$ cat config.mk
export PLATFORM = sky130hd
export DESIGN_NAME = mdu
export DESIGN_NICKNAME = d
export VERILOG_FILES = /design/src/rtl/mdu_pkg.sv /design/src/rtl/mdu_step.sv /design/src/rtl/mdu.sv
export SDC_FILE = /design/constraint.sdc
export NUM_CORES = 1
export LEC_CHECK = 0
export CELL_PAD_IN_SITES_DETAIL_PLACEMENT = 1
export CELL_PAD_IN_SITES_GLOBAL_PLACEMENT = 2
export CORE_UTILIZATION = 25
export CTS_CLUSTER_DIAMETER = 60
export DETAILED_ROUTE_END_ITERATION = 10
export GPL_TIMING_DRIVEN = 0
export PLACE_DENSITY_LB_ADDON = 0.1
export RECOVER_POWER = 25
export SLEW_MARGIN = 5
export SYNTH_ARGS = -nofsm -noshare
export SYNTH_HDL_FRONTEND = slang
export SYNTH_SLANG_ARGS = --single-unit
export TNS_END_PERCENT = 5
$ cat constraint.sdc
create_clock -name clk -period 6 [get_ports clk]
set_input_delay 1.2 -clock clk [delete_from_list [all_inputs] [get_ports clk]]
set_output_delay 1.2 -clock clk [all_outputs]
set_load 0.03 [all_outputs]
$ cat src/rtl/mdu_pkg.sv
// mdu_pkg: shared definitions for the iterative multiply/divide unit.
//   XLEN          default operand/result width
//   mdu_op_e      RISC-V M-extension operation codes (3 bits)
//   mdu_state_e   control FSM states
//   op_* helpers  classify an operation code
package mdu_pkg;

   localparam int XLEN = 32;

   typedef enum logic [2:0] {
      MDU_MUL    = 3'd0,
      MDU_MULH   = 3'd1,
      MDU_MULHSU = 3'd2,
      MDU_MULHU  = 3'd3,
      MDU_DIV    = 3'd4,
      MDU_DIVU   = 3'd5,
      MDU_REM    = 3'd6,
      MDU_REMU   = 3'd7
   } mdu_op_e;

   typedef enum logic [1:0] {
      MDU_IDLE = 2'd0,
      MDU_CALC = 2'd1,
      MDU_DONE = 2'd2
   } mdu_state_e;

   // Divide-class operations all have bit 2 set.
   function automatic logic op_is_div(input mdu_op_e op);
      return op[2];
   endfunction

   // Operations that want the remainder rather than the quotient.
   function automatic logic op_is_rem(input mdu_op_e op);
      return op[2] & op[1];
   endfunction

   // rs1 is treated as two's complement.
   function automatic logic op_a_signed(input mdu_op_e op);
      return (op == MDU_MULH) || (op == MDU_MULHSU) || (op == MDU_DIV) || (op == MDU_REM);
   endfunction

   // rs2 is treated as two's complement.
   function automatic logic op_b_signed(input mdu_op_e op);
      return (op == MDU_MULH) || (op == MDU_DIV) || (op == MDU_REM);
   endfunction

endpackage

$ cat src/rtl/mdu_step.sv
// mdu_step: one combinational radix-2 iteration shared by multiply and divide.
//   i_is_div  1 = restoring divide step, 0 = shift-add multiply step
//   i_acc     2*XLEN working register
//               multiply: {partial product high, multiplier / product low}
//               divide:   {partial remainder, dividend / quotient}
//   i_opnd    multiplicand (multiply) or divisor (divide) magnitude
//   o_acc     working register after this iteration
module mdu_step
   import mdu_pkg::*;
#(
   parameter int XLEN = mdu_pkg::XLEN
) (
   input  logic                i_is_div,
   input  logic [2*XLEN-1:0]   i_acc,
   input  logic [XLEN-1:0]     i_opnd,
   output logic [2*XLEN-1:0]   o_acc
);

   logic [XLEN:0]   w_sum;
   logic [XLEN:0]   w_shrem;
   logic [XLEN-1:0] w_diff;
   logic [XLEN-1:0] w_newrem;
   logic            w_ge;

   always_comb begin
      // Multiply: add multiplicand into the high half when the current
      // multiplier bit (LSB) is set; the carry lands in bit XLEN and is
      // shifted back into the register below.
      w_sum = {1'b0, i_acc[2*XLEN-1:XLEN]} + {1'b0, i_opnd & {XLEN{i_acc[0]}}};

      // Divide: shifted remainder needs XLEN+1 bits because the old
      // remainder can be as large as divisor-1.
      w_shrem  = i_acc[2*XLEN-1:XLEN-1];
      w_ge     = (w_shrem >= {1'b0, i_opnd});
      // Only used when w_ge, where the true difference fits in XLEN bits.
      w_diff   = w_shrem[XLEN-1:0] - i_opnd;
      w_newrem = w_ge ? w_diff : w_shrem[XLEN-1:0];

      if (i_is_div)
         o_acc = {w_newrem, i_acc[XLEN-2:0], w_ge};
      else
         o_acc = {w_sum, i_acc[XLEN-1:1]};
   end

endmodule

$ cat src/rtl/mdu.sv
// mdu: iterative RISC-V M-extension multiply/divide unit.
//   clk, rst      clock and asynchronous active-high reset
//   req_valid/req_ready/req_op/req_a/req_b   request handshake and operands
//   kill          abort the operation in flight (pipeline flush)
//   resp_valid/resp_ready/resp_result        response handshake and result
//   busy          an operation has been accepted and not yet consumed
// Normal operations take XLEN iteration cycles; divide by zero and signed
// overflow are resolved at accept and answer one cycle later.
module mdu
   import mdu_pkg::*;
#(
   parameter int XLEN = mdu_pkg::XLEN
) (
   input  logic             clk,
   input  logic             rst,
   input  logic             req_valid,
   output logic             req_ready,
   input  logic [2:0]       req_op,
   input  logic [XLEN-1:0]  req_a,
   input  logic [XLEN-1:0]  req_b,
   input  logic             kill,
   output logic             resp_valid,
   input  logic             resp_ready,
   output logic [XLEN-1:0]  resp_result,
   output logic             busy
);

   localparam int CW = $clog2(XLEN);

   mdu_state_e          r_state;
   mdu_op_e             r_op;
   logic [2*XLEN-1:0]   r_acc;
   logic [XLEN-1:0]     r_opnd;
   logic                r_neg_res;
   logic                r_neg_rem;
   logic [CW-1:0]       r_cnt;
   logic                r_resp_valid;
   logic [XLEN-1:0]     r_resp_result;

   mdu_op_e             w_op;
   logic                w_accept;
   logic                w_is_div;
   logic                w_a_neg;
   logic                w_b_neg;
   logic [XLEN-1:0]     w_mag_a;
   logic [XLEN-1:0]     w_mag_b;
   logic                w_div_zero;
   logic                w_div_ovf;
   logic [XLEN-1:0]     w_special;
   logic [2*XLEN-1:0]   w_step_acc;
   logic [2*XLEN-1:0]   w_prod;
   logic [XLEN-1:0]     w_quot;
   logic [XLEN-1:0]     w_rem;
   logic [XLEN-1:0]     w_result;

   // Ready only while idle, never during a flush, and not while reset is held.
   assign req_ready   = (r_state == MDU_IDLE) & ~kill & ~rst;
   assign w_accept    = req_valid & req_ready;
   assign resp_valid  = r_resp_valid;
   assign resp_result = r_resp_result;
   assign busy        = (r_state != MDU_IDLE);

   // ---------------------------------------------------------------
   // Request decode: operand magnitudes, sign flags, special cases
   // ---------------------------------------------------------------
   always_comb begin
      w_op       = mdu_op_e'(req_op);
      w_is_div   = op_is_div(w_op);
      w_a_neg    = op_a_signed(w_op) & req_a[XLEN-1];
      w_b_neg    = op_b_signed(w_op) & req_b[XLEN-1];
      w_mag_a    = w_a_neg ? (~req_a + 1'b1) : req_a;
      w_mag_b    = w_b_neg ? (~req_b + 1'b1) : req_b;
      w_div_zero = w_is_div & (req_b == '0);
      w_div_ovf  = ((w_op == MDU_DIV) || (w_op == MDU_REM)) &
                   (req_a == {1'b1, {(XLEN-1){1'b0}}}) & (req_b == '1);
      // Divide by zero: quotient all ones, remainder = dividend.
      // Overflow: quotient = dividend, remainder = 0.
      if (w_div_zero)
         w_special = op_is_rem(w_op) ? req_a : '1;
      else
         w_special = op_is_rem(w_op) ? '0 : req_a;
   end

   mdu_step #(.XLEN(XLEN)) u_step (
      .i_is_div (op_is_div(r_op)),
      .i_acc    (r_acc),
      .i_opnd   (r_opnd),
      .o_acc    (w_step_acc)
   );

   // ---------------------------------------------------------------
   // Sign fix-up and result selection, evaluated on the final step's
   // output so the registered result is ready when DONE is entered.
   // ---------------------------------------------------------------
   always_comb begin
      w_prod   = r_neg_res ? (~w_step_acc + 1'b1) : w_step_acc;
      w_quot   = r_neg_res ? (~w_step_acc[XLEN-1:0] + 1'b1) : w_step_acc[XLEN-1:0];
      w_rem    = r_neg_rem ? (~w_step_acc[2*XLEN-1:XLEN] + 1'b1) : w_step_acc[2*XLEN-1:XLEN];
      w_result = '0;
      case (r_op)
         MDU_MUL:                         w_result = w_prod[XLEN-1:0];
         MDU_MULH, MDU_MULHSU, MDU_MULHU: w_result = w_prod[2*XLEN-1:XLEN];
         MDU_DIV, MDU_DIVU:               w_result = w_quot;
         MDU_REM, MDU_REMU:               w_result = w_rem;
         default:                         w_result = '0;
      endcase
   end

   // ---------------------------------------------------------------
   // Control FSM with registered response
   // ---------------------------------------------------------------
   always_ff @(posedge clk or posedge rst) begin
      if (rst) begin
         r_state       <= MDU_IDLE;
         r_op          <= MDU_MUL;
         r_acc         <= '0;
         r_opnd        <= '0;
         r_neg_res     <= 1'b0;
         r_neg_rem     <= 1'b0;
         r_cnt         <= '0;
         r_resp_valid  <= 1'b0;
         r_resp_result <= '0;
      end else begin
         case (r_state)
            MDU_IDLE: begin
               if (w_accept) begin
                  r_op      <= w_op;
                  r_neg_res <= w_a_neg ^ w_b_neg;
                  r_neg_rem <= w_a_neg;
                  r_cnt     <= '0;
                  if (w_div_zero || w_div_ovf) begin
                     r_resp_result <= w_special;
                     r_resp_valid  <= 1'b1;
                     r_state       <= MDU_DONE;
                  end else begin
                     // Multiply iterates over the multiplier (b) in the low
                     // half; divide shifts the dividend (a) out of the low half.
                     r_acc   <= {{XLEN{1'b0}}, (w_is_div ? w_mag_a : w_mag_b)};
                     r_opnd  <= w_is_div ? w_mag_b : w_mag_a;
                     r_state <= MDU_CALC;
                  end
               end
            end

            MDU_CALC: begin
               if (kill) begin
                  r_state <= MDU_IDLE;
               end else begin
                  r_acc <= w_step_acc;
                  r_cnt <= r_cnt + 1'b1;
                  if (r_cnt == CW'(XLEN-1)) begin
                     r_resp_result <= w_result;
                     r_resp_valid  <= 1'b1;
                     r_state       <= MDU_DONE;
                  end
               end
            end

            MDU_DONE: begin
               // kill takes priority over a coincident resp_ready.
               if (kill) begin
                  r_resp_valid  <= 1'b0;
                  r_resp_result <= '0;
                  r_state       <= MDU_IDLE;
               end else if (resp_ready) begin
                  r_resp_valid <= 1'b0;
                  r_state      <= MDU_IDLE;
               end
            end

            default: begin
               r_resp_valid <= 1'b0;
               r_state      <= MDU_IDLE;
            end
         endcase
      end
   end

endmodule

==> impl_metrics.env <==
export IMPL_status="finished, violations left"
export IMPL_violations="capacitance limit, slew limit"
export IMPL_die_width_um=260.4
export IMPL_grt_max_degree=97
export IMPL_start_util_pct=25.35
export IMPL_synth_seq_cells=141
export IMPL_routedWlPerCell_um=29.67
export IMPL_finalCriticalPeriod_ns=5.867
export IMPL_hpwlAfterDp_mm=82.84
export IMPL_cp_slowest_cell="o31ai_1"
export IMPL_gr_usage_all_layers_pct=29.18
export IMPL_power_density_nw_per_um2=741.0
export IMPL_worst_slack_ns=0.1331
export IMPL_core_um2=65860
export IMPL_syn_nets=2484
export IMPL_maxSlewHeadroom_pct=-66.53
export IMPL_hold_path_class="reg -> reg"
export IMPL_ios=107
export IMPL_maxSlewViolCount=46
export IMPL_vias=19248
export IMPL_setup_tns_ns=0
export IMPL_cts_tree="done"
export IMPL_fin_crit_sh_pct=97.78
export IMPL_crit_fanout=10
export IMPL_drt_pass1_iter_count=5
export IMPL_worstPathRequired_ns=6.42
export IMPL_path_class="in -> reg"
export IMPL_grt_pass1_wl_mm=141.8
export IMPL_clk_latency_ns=0.50
export IMPL_ys_async_sr_fraction_pct=100.0
export IMPL_numCtsBuffers=17
export IMPL_place_congestion=0.9218
export IMPL_final_nets=2614
export IMPL_postCtsHoldBufs=0
export IMPL_root_buffer="clkbuf_16"
export IMPL_max_freq_mhz=170.4
export IMPL_peakVddDrop_uv=216.8
export IMPL_final_antenna_net_count=0
export IMPL_netlist_instances=2336
export IMPL_antenna_cells=0
export IMPL_cts_htree_levels=4
export IMPL_yosysWarnings=0
export IMPL_drc=0
export IMPL_cts_path_max_buffers=2
export IMPL_wl_mm=99.20
export IMPL_cpPeakStageDelay_ns=0.79
export IMPL_drive_gt1_share_pct=6.414
export IMPL_vias_per_cell=5.758
export IMPL_clkSlewWorstSetupHoldPaths_ns=0.08
export IMPL_synthTopCellsByCount="nand2_1, a21oi_1, o21ai_0, nor2_1, dfrtp_1"
export IMPL_final_cell_count_no_fill=3343
export IMPL_cts_sinks=141
export IMPL_p_leak_uw=0.007590
export IMPL_yosysTopAreaCell="dfrtp_1"
export IMPL_yosysTopAreaCellShare_pct=21.14
export IMPL_ys_types=98
export IMPL_finClkSkew_ns=0.01479
export IMPL_avgSynthCellArea_um2=7.146
export IMPL_setup_viol=0
export IMPL_grt_pass1_vias=19462
export IMPL_die_area_um2=67810
export IMPL_synthFlopType="dfrtp_1"
export IMPL_rows=94
export IMPL_drtIter0Drc=1411
export IMPL_die_h_um=260.4
export IMPL_seq_area_frac_synth_pct=21.14
export IMPL_synth_area_um2=16690
export IMPL_drv_cap=1
export IMPL_gr_total_overflow=0
export IMPL_antenna_found_initial=3
export IMPL_rsz0062_at_grt="yes"
export IMPL_dp_slack_ns=-1.761
export IMPL_area_delta_synth_final_pct=18.19
export IMPL_synth_area_leaders="dfrtp_1, a21oi_1, o21ai_0"
export IMPL_port_buffers=104
export IMPL_cpMostUsedCell="or3_1"
export IMPL_tightest_slew_ns=2.484
export IMPL_synth_edf_count=0
export IMPL_cp_data_arrival_time_ns=6.28
export IMPL_end_kind="flop"
export IMPL_yosysMostFrequentCell="nand2_1"
export IMPL_finalPower_uw=14620
export IMPL_cp_cell_sequence="clkdlybuf4s50_1 > or3_1 > or3_1 > or4_1 > nor3_1 > nand2_1 > nor3_2 > o21bai_1 > a31oi_2 > clkbuf_1 > o31ai_1 > a41oi_1 > a21oi_1"
export IMPL_worst_setup_path_start_kind="input port"
export IMPL_placedCellCount=3305
export IMPL_hold_viol_final=0
[repair_timing]
item	CTS	global route
setup buffers	5	3
resized for setup	37	23
pin swaps	3	5
setup endpoints to repair	27	13
[kinds of logic (layout without fill, tap and decap cells)]
kind of cell,Yosys count,in the layout,synth area share [%]
flops,141,141,21.14
mux,62,62,3.890
simple gates,830,830,23.53
buf+inv,234,377,5.449
compound gates,819,819,31.07
fa+ha+maj,76,76,5.786
xor+xnor,174,174,9.129
[critical path: cells and delay by family]
kind,cells,cell delay [ns]
AOI/OAI and AO/OA,5,1.85
buffers and inverters,2,0.89
and+or+nand+nor,6,2.33
[layout make-up]
| cell class | instances | area [um^2] |
|---|---|---|
| buffer | 150 | 633.1 |
| fill | 8076 | 46130 |
| multi-input combinational | 1961 | 12430 |
| clock inverter | 14 | 157.7 |
| timing repair buffer | 113 | 1141 |
| inverter | 82 | 309.0 |
| sequential | 141 | 3538 |
| tap | 864 | 1081 |
| clock buffer | 18 | 439.2 |
[through the flow]
step	hold WS (ns)	instance area [um^2]	utilization (%)
floorplan	0.4590	16690	-
global placement	0.4717	18820	28.57
detailed placement	0.4801	18860	28.64
CTS	0.4950	19630	29.81
global route	0.5203	19730	29.96
finish	0.4859	19730	29.96
[registers in the layout, indices dropped and copies added (netlist names)]
name         cells
r_acc           64
r_state          2
r_op             3
r_opnd          32
r_neg_rem        1
resp_result     32
r_neg_res        1
resp_valid       1
r_cnt            5
[placed cells by master (no fill, tap or decap), types with 16 or more instances in the layout]
| cell | n |
|---|---|
| a211oi_1 | 42 |
| a21o_1 | 27 |
| a21oi_1 | 241 |
| a31oi_1 | 20 |
| and2_1 | 47 |
| buf_2 | 19 |
| clkbuf_1 | 106 |
| clkbuf_16 | 17 |
| clkdlybuf4s50_1 | 103 |
| dfrtp_1 | 133 |
| ha_1 | 74 |
| inv_1 | 79 |
| mux2i_1 | 50 |
| nand2_1 | 299 |
| nand2b_1 | 21 |
| nand3_1 | 60 |
| nand4_1 | 33 |
| nor2_1 | 193 |
| nor2b_1 | 16 |
| nor3_1 | 60 |
| nor4_1 | 18 |
| o211ai_1 | 29 |
| o21ai_0 | 229 |
| o31ai_1 | 49 |
| or3_1 | 17 |
| xnor2_1 | 111 |
| xor2_1 | 63 |
[routing by layer]
metal | track usage [%] | part of all wire [%] | up-vias
met5 | 0 | 0.013 | -
met4 | 8.285 | 2.7 | 2
met3 | 3.108 | 4.7 | 104
met2 | 48.01 | 46 | 485
met1 | 40.09 | 46 | 9850
li1 | - | - | 8807
[report_power, final]
part	switching, uW	internal [uW]	leakage, uW
logic	7980	3440	0.00553
clock network	528	628	0.000273
registers	677	1360	0.00179
[path summary, 6_finish.rpt]
| kind | startpoint | to | slack [ns] | cells past startpoint |
|---|---|---|---|---|
| setup / recovery | req_b[19] | resp_result[30]$_DFFE_PP0P_ | 0.13 | 13 |
| hold / removal | resp_result[13]$_DFFE_PP0P_ | resp_result[13]$_DFFE_PP0P_ | 0.49 | 2 |
| setup reg to reg | r_op[2]$_DFFE_PP0P_ | resp_result[20]$_DFFE_PP0P_ | 0.18 | 20 |
| hold reg to reg | resp_result[13]$_DFFE_PP0P_ | resp_result[13]$_DFFE_PP0P_ | 0.49 | 2 |
| max in group asynchronous | rst | r_acc[57]$_DFFE_PP0P_ | 2.75 | 3 |
| min in group asynchronous | rst | resp_valid$_DFFE_PP0P_ | 1.86 | 2 |
No activity file was read; power rests on OpenSTA's default activity.
